[config.mk]
export PLATFORM = sky130hd
export DESIGN_NAME = dmem_arbiter
export DESIGN_NICKNAME = d
export VERILOG_FILES = /design/src/rtl/dmem_arbiter.sv
export SDC_FILE = /design/constraint.sdc
export NUM_CORES = 1
export LEC_CHECK = 0
export CAP_MARGIN = 20
export CORE_MARGIN = 3
export CORE_UTILIZATION = 39
export DETAILED_ROUTE_END_ITERATION = 10
export MAX_ROUTING_LAYER = met4
export PLACE_DENSITY = 0.84
export SLEW_MARGIN = 20
export SYNTH_ARGS = -nofsm -noshare
export SYNTH_HDL_FRONTEND = slang
export SYNTH_SLANG_ARGS = --single-unit
[constraint.sdc]
create_clock -name clk -period 1.3 [get_ports clk]
set_input_delay 0.26 -clock clk [delete_from_list [all_inputs] [get_ports clk]]
set_output_delay 0.26 -clock clk [all_outputs]
set_load 0.05 [all_outputs]
[src/rtl/dmem_arbiter.sv]
// rtl/dmem_arbiter.sv - two-requester round-robin data memory arbiter
//
// Purpose: arbitrates between a CPU (requester 0) and a loader/debug port
// (requester 1). One single-port memory sits behind the arbiter. A write
// takes 2 cycles (IDLE, ACCESS). A read takes 3 cycles (IDLE, ACCESS, RWAIT).
// The read result is registered and pulsed on rvalidN.
//
// Ports:
//   clk, reset                 clock, synchronous active-low reset
//   reqN/weN/addrN/wdataN      request from requester N (0 = CPU, 1 = loader)
//   gntN                       access of requester N is on the memory bus
//   rvalidN/rdataN             read completion pulse / held read data
//   mem_en/mem_we              memory strobe / write enable
//   mem_addr/mem_wdata         memory address / write data
//   mem_rdata                  memory read data, one cycle after a read strobe
module dmem_arbiter #(
  parameter int ADDR_W = 8,
  parameter int DATA_W = 8
) (
  input  logic              clk,
  input  logic              reset,
  input  logic              req0,
  input  logic              we0,
  input  logic [ADDR_W-1:0] addr0,
  input  logic [DATA_W-1:0] wdata0,
  input  logic              req1,
  input  logic              we1,
  input  logic [ADDR_W-1:0] addr1,
  input  logic [DATA_W-1:0] wdata1,
  output logic              gnt0,
  output logic              gnt1,
  output logic              rvalid0,
  output logic              rvalid1,
  output logic [DATA_W-1:0] rdata0,
  output logic [DATA_W-1:0] rdata1,
  output logic              mem_en,
  output logic              mem_we,
  output logic [ADDR_W-1:0] mem_addr,
  output logic [DATA_W-1:0] mem_wdata,
  input  logic [DATA_W-1:0] mem_rdata
);

  typedef enum logic [1:0] {IDLE, ACCESS, RWAIT} state_t;

  state_t state, state_nxt;
  logic   sel;     // latched requester index
  logic   lat_we;  // latched write flag
  logic   last;    // requester granted most recently
  logic   pick;    // requester that wins arbitration this cycle
  logic   any_req;

  assign any_req = req0 | req1;
  // On a tie the requester not granted last time wins; otherwise whoever asks.
  assign pick = (req0 & req1) ? ~last : req1;

  always_ff @(posedge clk) begin
    if (!reset) state <= IDLE;
    else        state <= state_nxt;
  end

  always_comb begin
    state_nxt = state;
    gnt0      = 1'b0;
    gnt1      = 1'b0;
    mem_en    = 1'b0;
    mem_we    = 1'b0;
    case (state)
      IDLE: begin
        if (any_req) state_nxt = ACCESS;
      end
      ACCESS: begin
        mem_en    = 1'b1;
        mem_we    = lat_we;
        gnt0      = ~sel;
        gnt1      = sel;
        state_nxt = lat_we ? IDLE : RWAIT;
      end
      RWAIT: begin
        state_nxt = IDLE;
      end
      default: state_nxt = IDLE;
    endcase
  end

  // The address and write-data registers drive the memory bus directly.
  // They are loaded only when a request is latched, so they hold their
  // values outside ACCESS.
  always_ff @(posedge clk) begin
    if (!reset) begin
      sel       <= 1'b0;
      lat_we    <= 1'b0;
      last      <= 1'b1;
      mem_addr  <= '0;
      mem_wdata <= '0;
      rdata0    <= '0;
      rdata1    <= '0;
      rvalid0   <= 1'b0;
      rvalid1   <= 1'b0;
    end else begin
      rvalid0 <= 1'b0;
      rvalid1 <= 1'b0;
      if (state == IDLE && any_req) begin
        sel       <= pick;
        lat_we    <= pick ? we1 : we0;
        mem_addr  <= pick ? addr1 : addr0;
        mem_wdata <= pick ? wdata1 : wdata0;
      end
      if (state == ACCESS) last <= sel;
      if (state == RWAIT) begin
        if (sel) begin
          rdata1  <= mem_rdata;
          rvalid1 <= 1'b1;
        end else begin
          rdata0  <= mem_rdata;
          rvalid0 <= 1'b1;
        end
      end
    end
  end

endmodule

; ---- After elaboration in Yosys (flattened, before gate mapping)
; Cells that the tools add are included.
[totals]
regBits = 39
in_bits = 46
output_inout_bits = 38
wordCells = 35
[op_classes]
eq_ne = 3
mux = 13
n_bitwise = 4
reduce_logical = 5
[op_table]
columns = operator, count
row1 = 8-bit two-way mux, 2
row2 = 1-bit two-way mux, 8
row3 = 2-bit AND reduction, 3
row4 = 2-bit two-way mux, 2
row5 = 2-bit case mux with 2 select lines, 1
row6 = 2-bit by 1-bit == test with 1-bit output (second input constant), 1
row7 = 2-bit == test (second input constant), 1
row8 = 2-bit logical NOT, 1
row9 = 2-bit inequality test (second input constant), 1
row10 = 1-bit inverter, 2
row11 = 1-bit AND, 1
row12 = 1-bit logical AND, 1
row13 = 1-bit bitwise OR, 1

; ---- Longest topological paths before layout
[depth]
word_depth = 3
ltp_mapped = 5
mapped_depth_nobuf = 4

; ---- Least setup slack after synthesis
; OpenSTA, ideal clock, no wires.
[synth_path]
path_type = register -> output
from = register state[1]
to = output port gnt1
t_arrival_ns = 1.336
t_required_ns = 1.040
path_slack_ns = -0.296
stages_incl_launch_ff = 4
path_buffers = 0
path_cell_list = dfxtp_1 -> nand2b_1 -> inv_1 -> and2_1
[synth_between]
elab_chain_cells = 2
[synth_rtl]
columns = item, line_no
row1 = "start, declared", 45  ; state_t state, state_nxt;
row2 = "start signal, assigned", 58  ; else state <= state_nxt;
row3 = 2-bit by 1-bit == test with 1-bit output, 67  ; case (state)
row4 = 1-bit two-way mux, 67
row5 = "end, declared", 31  ; output logic gnt1,
; Every way passes these cells.

; ---- Worst setup path in the final report
; Ends and elaborated chain as after synthesis.

==> results.cfg <==
[outcome]
outcome = finished with violations
failed_checks = negative setup slack

[setup_path]
worst-path-max-fanout = 3
cp_top_family = flip-flops
cp_num_cells = 4
slowest_stage = dfxtp_2
end_kind = primary output
crit_chain = nand2b_4, clkinvlp_4, and2_4, buf_12
worstPathBufferInverterCount = 2
startpoint_type = register
arrival_ns = 1.17
worstPathRequired_ns = 1.04
worstSetupPathType = reg2out
max_stage_delay_ns = 0.33
reg2reg_depth = 5

[final_layout]
fin_util = 0.823
final_cell_mix = 44 x clkdlybuf4s50_1, 43 x buf_12, 37 x dfxtp_1
fillers = 238
diodes = 0
layout-drive-gt1-share = 0.335
register_area_um2 = 783
area_growth_pct = 94.2
multi_input_area_um2 = 831
final_common_cell = clkdlybuf4s50_1
final_net_count = 313
finalInstanceArea_mm2 = 0.00317

[power]
p_comb_frac = 0.364
seqPwrFrac = 0.413
clkPwrFrac = 0.223
powerDensity_mw_per_mm2 = 1050
power.net_switching_mw = 1.07
p_int_mw = 2.27
power.leakage_nw = 1.28
p_sw_frac = 0.321
p_total_mw = 3.34
ir_drop_mv = 0.681

[global_routing]
first_global_vias = 1702
grt_pass1_wl_mm = 8.14
grt_max_degree = 21
track_usage = 0.211
grt-ovfl-total = 0
antenna_found_initial = 0

[synthesis]
netlist.area_leader.share = 0.478
yosys.area.top_type = dfxtp_1
syn_area_per_cell_um2 = 9.39
synth_cells = 174
yosys_warnings = 0
ys_ff_latch = 39
synth_fp_nets = 220
syn-cell-area_mm2 = 0.00163
synth.area.top_cells = dfxtp_1 48%, mux2i_1 9.8%, a311oi_2 9.2%
yosysSeqAreaShare = 0.478
ys_types = 25

[sta]
max_slew.worst_pin.slew_ns = 0.259
finalHoldViolations = 0
setup_tns_ns = -0.742
rsz0062_at_grt = yes
clock-skew-final_ns = 0.00341
fin_crit_ns = 1.43
setup_slack_ns = -0.130
maxSlewViolCount = 0
finalSetupViolCount = 15
max_freq_mhz = 699
relSlewSlack = 0.827
period_share = 1.10

[drt]
drt-total-wl_mm = 5.24
num_vias = 1648
antenna_left = 0
drc_errors = 0
drt_iter0_markers = 102
dr.pass1.iters = 4
vias_per_cell = 5.25
wire_per_inst_um = 16.7

[min_path]
whs_path_depth = 1
hold_path_class = reg2reg

[die]
io_pins = 84
core_area_mm2 = 0.00385
initial_core_util = 0.424
die_area_mm2 = 0.00500
rows = 22
die_w_um = 70.7
fp.dieH_um = 70.7

[placement]
pre_cts_ws_ns = -0.435
place_congestion = 0.762
dpl_cell_area_mm2 = 0.00302
dp_hpwl_mm = 3.81
numPortBuffers = 83

[clock_network]
clockRootBuffer = clkbuf_8
cts_max_level = 2
cts_tree = built
cts_buffers = 5
cts_hold_buf = 0
cts_sinks = 39
clk_path_buf_depth = 2
clk_pin_slew_ns = 0.07
clock_latency_ns = 0.28

[flow_run]
drv_cap = 0
## kinds of logic (layout without fill, tap and decap cells)
kind of cell | count (synthesis) | in the layout | synth area share
and+or+nand+nor | 64 | 64 | 0.164
AOI/OAI and AO/OA | 39 | 39 | 0.209
DFF | 39 | 39 | 0.478
muxes | 16 | 16 | 0.0980
buffers and inverters | 16 | 108 | 0.0513
## metrics by stage
| stage | cells | hold WS [ns] |
|---|---|---|
| 2_1_floorplan | 174 | 0.382 |
| 3_3_place_gp | 305 | 0.483 |
| 3_5_place_dp | 305 | 0.490 |
| 4_1_cts | 313 | 0.500 |
| 5_1_grt | 314 | 0.519 |
| 6_report | 314 | 0.499 |
## routing by layer
| layer | GRT usage | share of wire | wire, µm |
|---|---|---|---|
| met4 | 0.0543 | 0.016 | 86 |
| met2 | 0.360 | 0.52 | 2720 |
| met5 | - | 0 | 0 |
| met3 | 0.0511 | 0.055 | 288 |
| met1 | 0.248 | 0.41 | 2150 |
## timing repair
item                                    in CTS  in global routing
pin swaps                                    1                  1
endpoints found under the setup margin      22                 25
gates resized for setup                      9                  5
buffers inserted                             2                  1
## synth_stat cells
library cell	count
buf_6	2
nor3_1	1
a311oi_2	10
nand3_1	1
nand2_1	34
and2_1	4
buf_2	4
buf_4	1
nand3b_1	1
a21oi_1	18
nor3b_1	1
a21boi_2	1
nand2b_1	1
inv_2	1
nor2_1	19
and3_1	1
or2_1	1
a311oi_1	7
dfxtp_1	39
clkbuf_1	6
inv_1	1
mux2i_1	16
buf_1	1
a211o_1	1
a21bo_2	2
## worst paths after layout
check | from | to | slack (ns)
worst min register to register | lat_we | state[1] | 0.50
worst min-delay path | lat_we | state[1] | 0.50
worst max register to register | state[1] | mem_addr[3] | -0.08
worst max-delay path | state[1] | gnt1 | -0.13
## cell type report
cell class / instances / area share
Timing Repair Buffer: 100 / 0.446
Multi-Input combinational cell: 119 / 0.262
Inverter: 2 / 0.00355
Clock buffer: 6 / 0.0229
Sequential cell: 39 / 0.247
Tap cell: 48 / 0.0189
## flip-flops by register name (all words and copies together), names as in the netlist
register / count
rvalid1: 1
mem_wdata: 8
last: 1
state: 2
sel: 1
mem_addr: 8
rdata1: 8
rvalid0: 1
rdata0: 8
lat_we: 1
## power by group through the flow
stage / Combinational [mW] / Sequential, mW / Clock (mW)
floorplan: 0.335 / 1.60 / 0
global placement: 1.14 / 1.40 / 0
detailed placement: 1.16 / 1.41 / 0
CTS: 1.20 / 1.38 / 0.754
finish: 1.21 / 1.38 / 0.743
global route: 1.27 / 1.39 / 0.817
No activity file was read; power rests on OpenSTA's default activity.
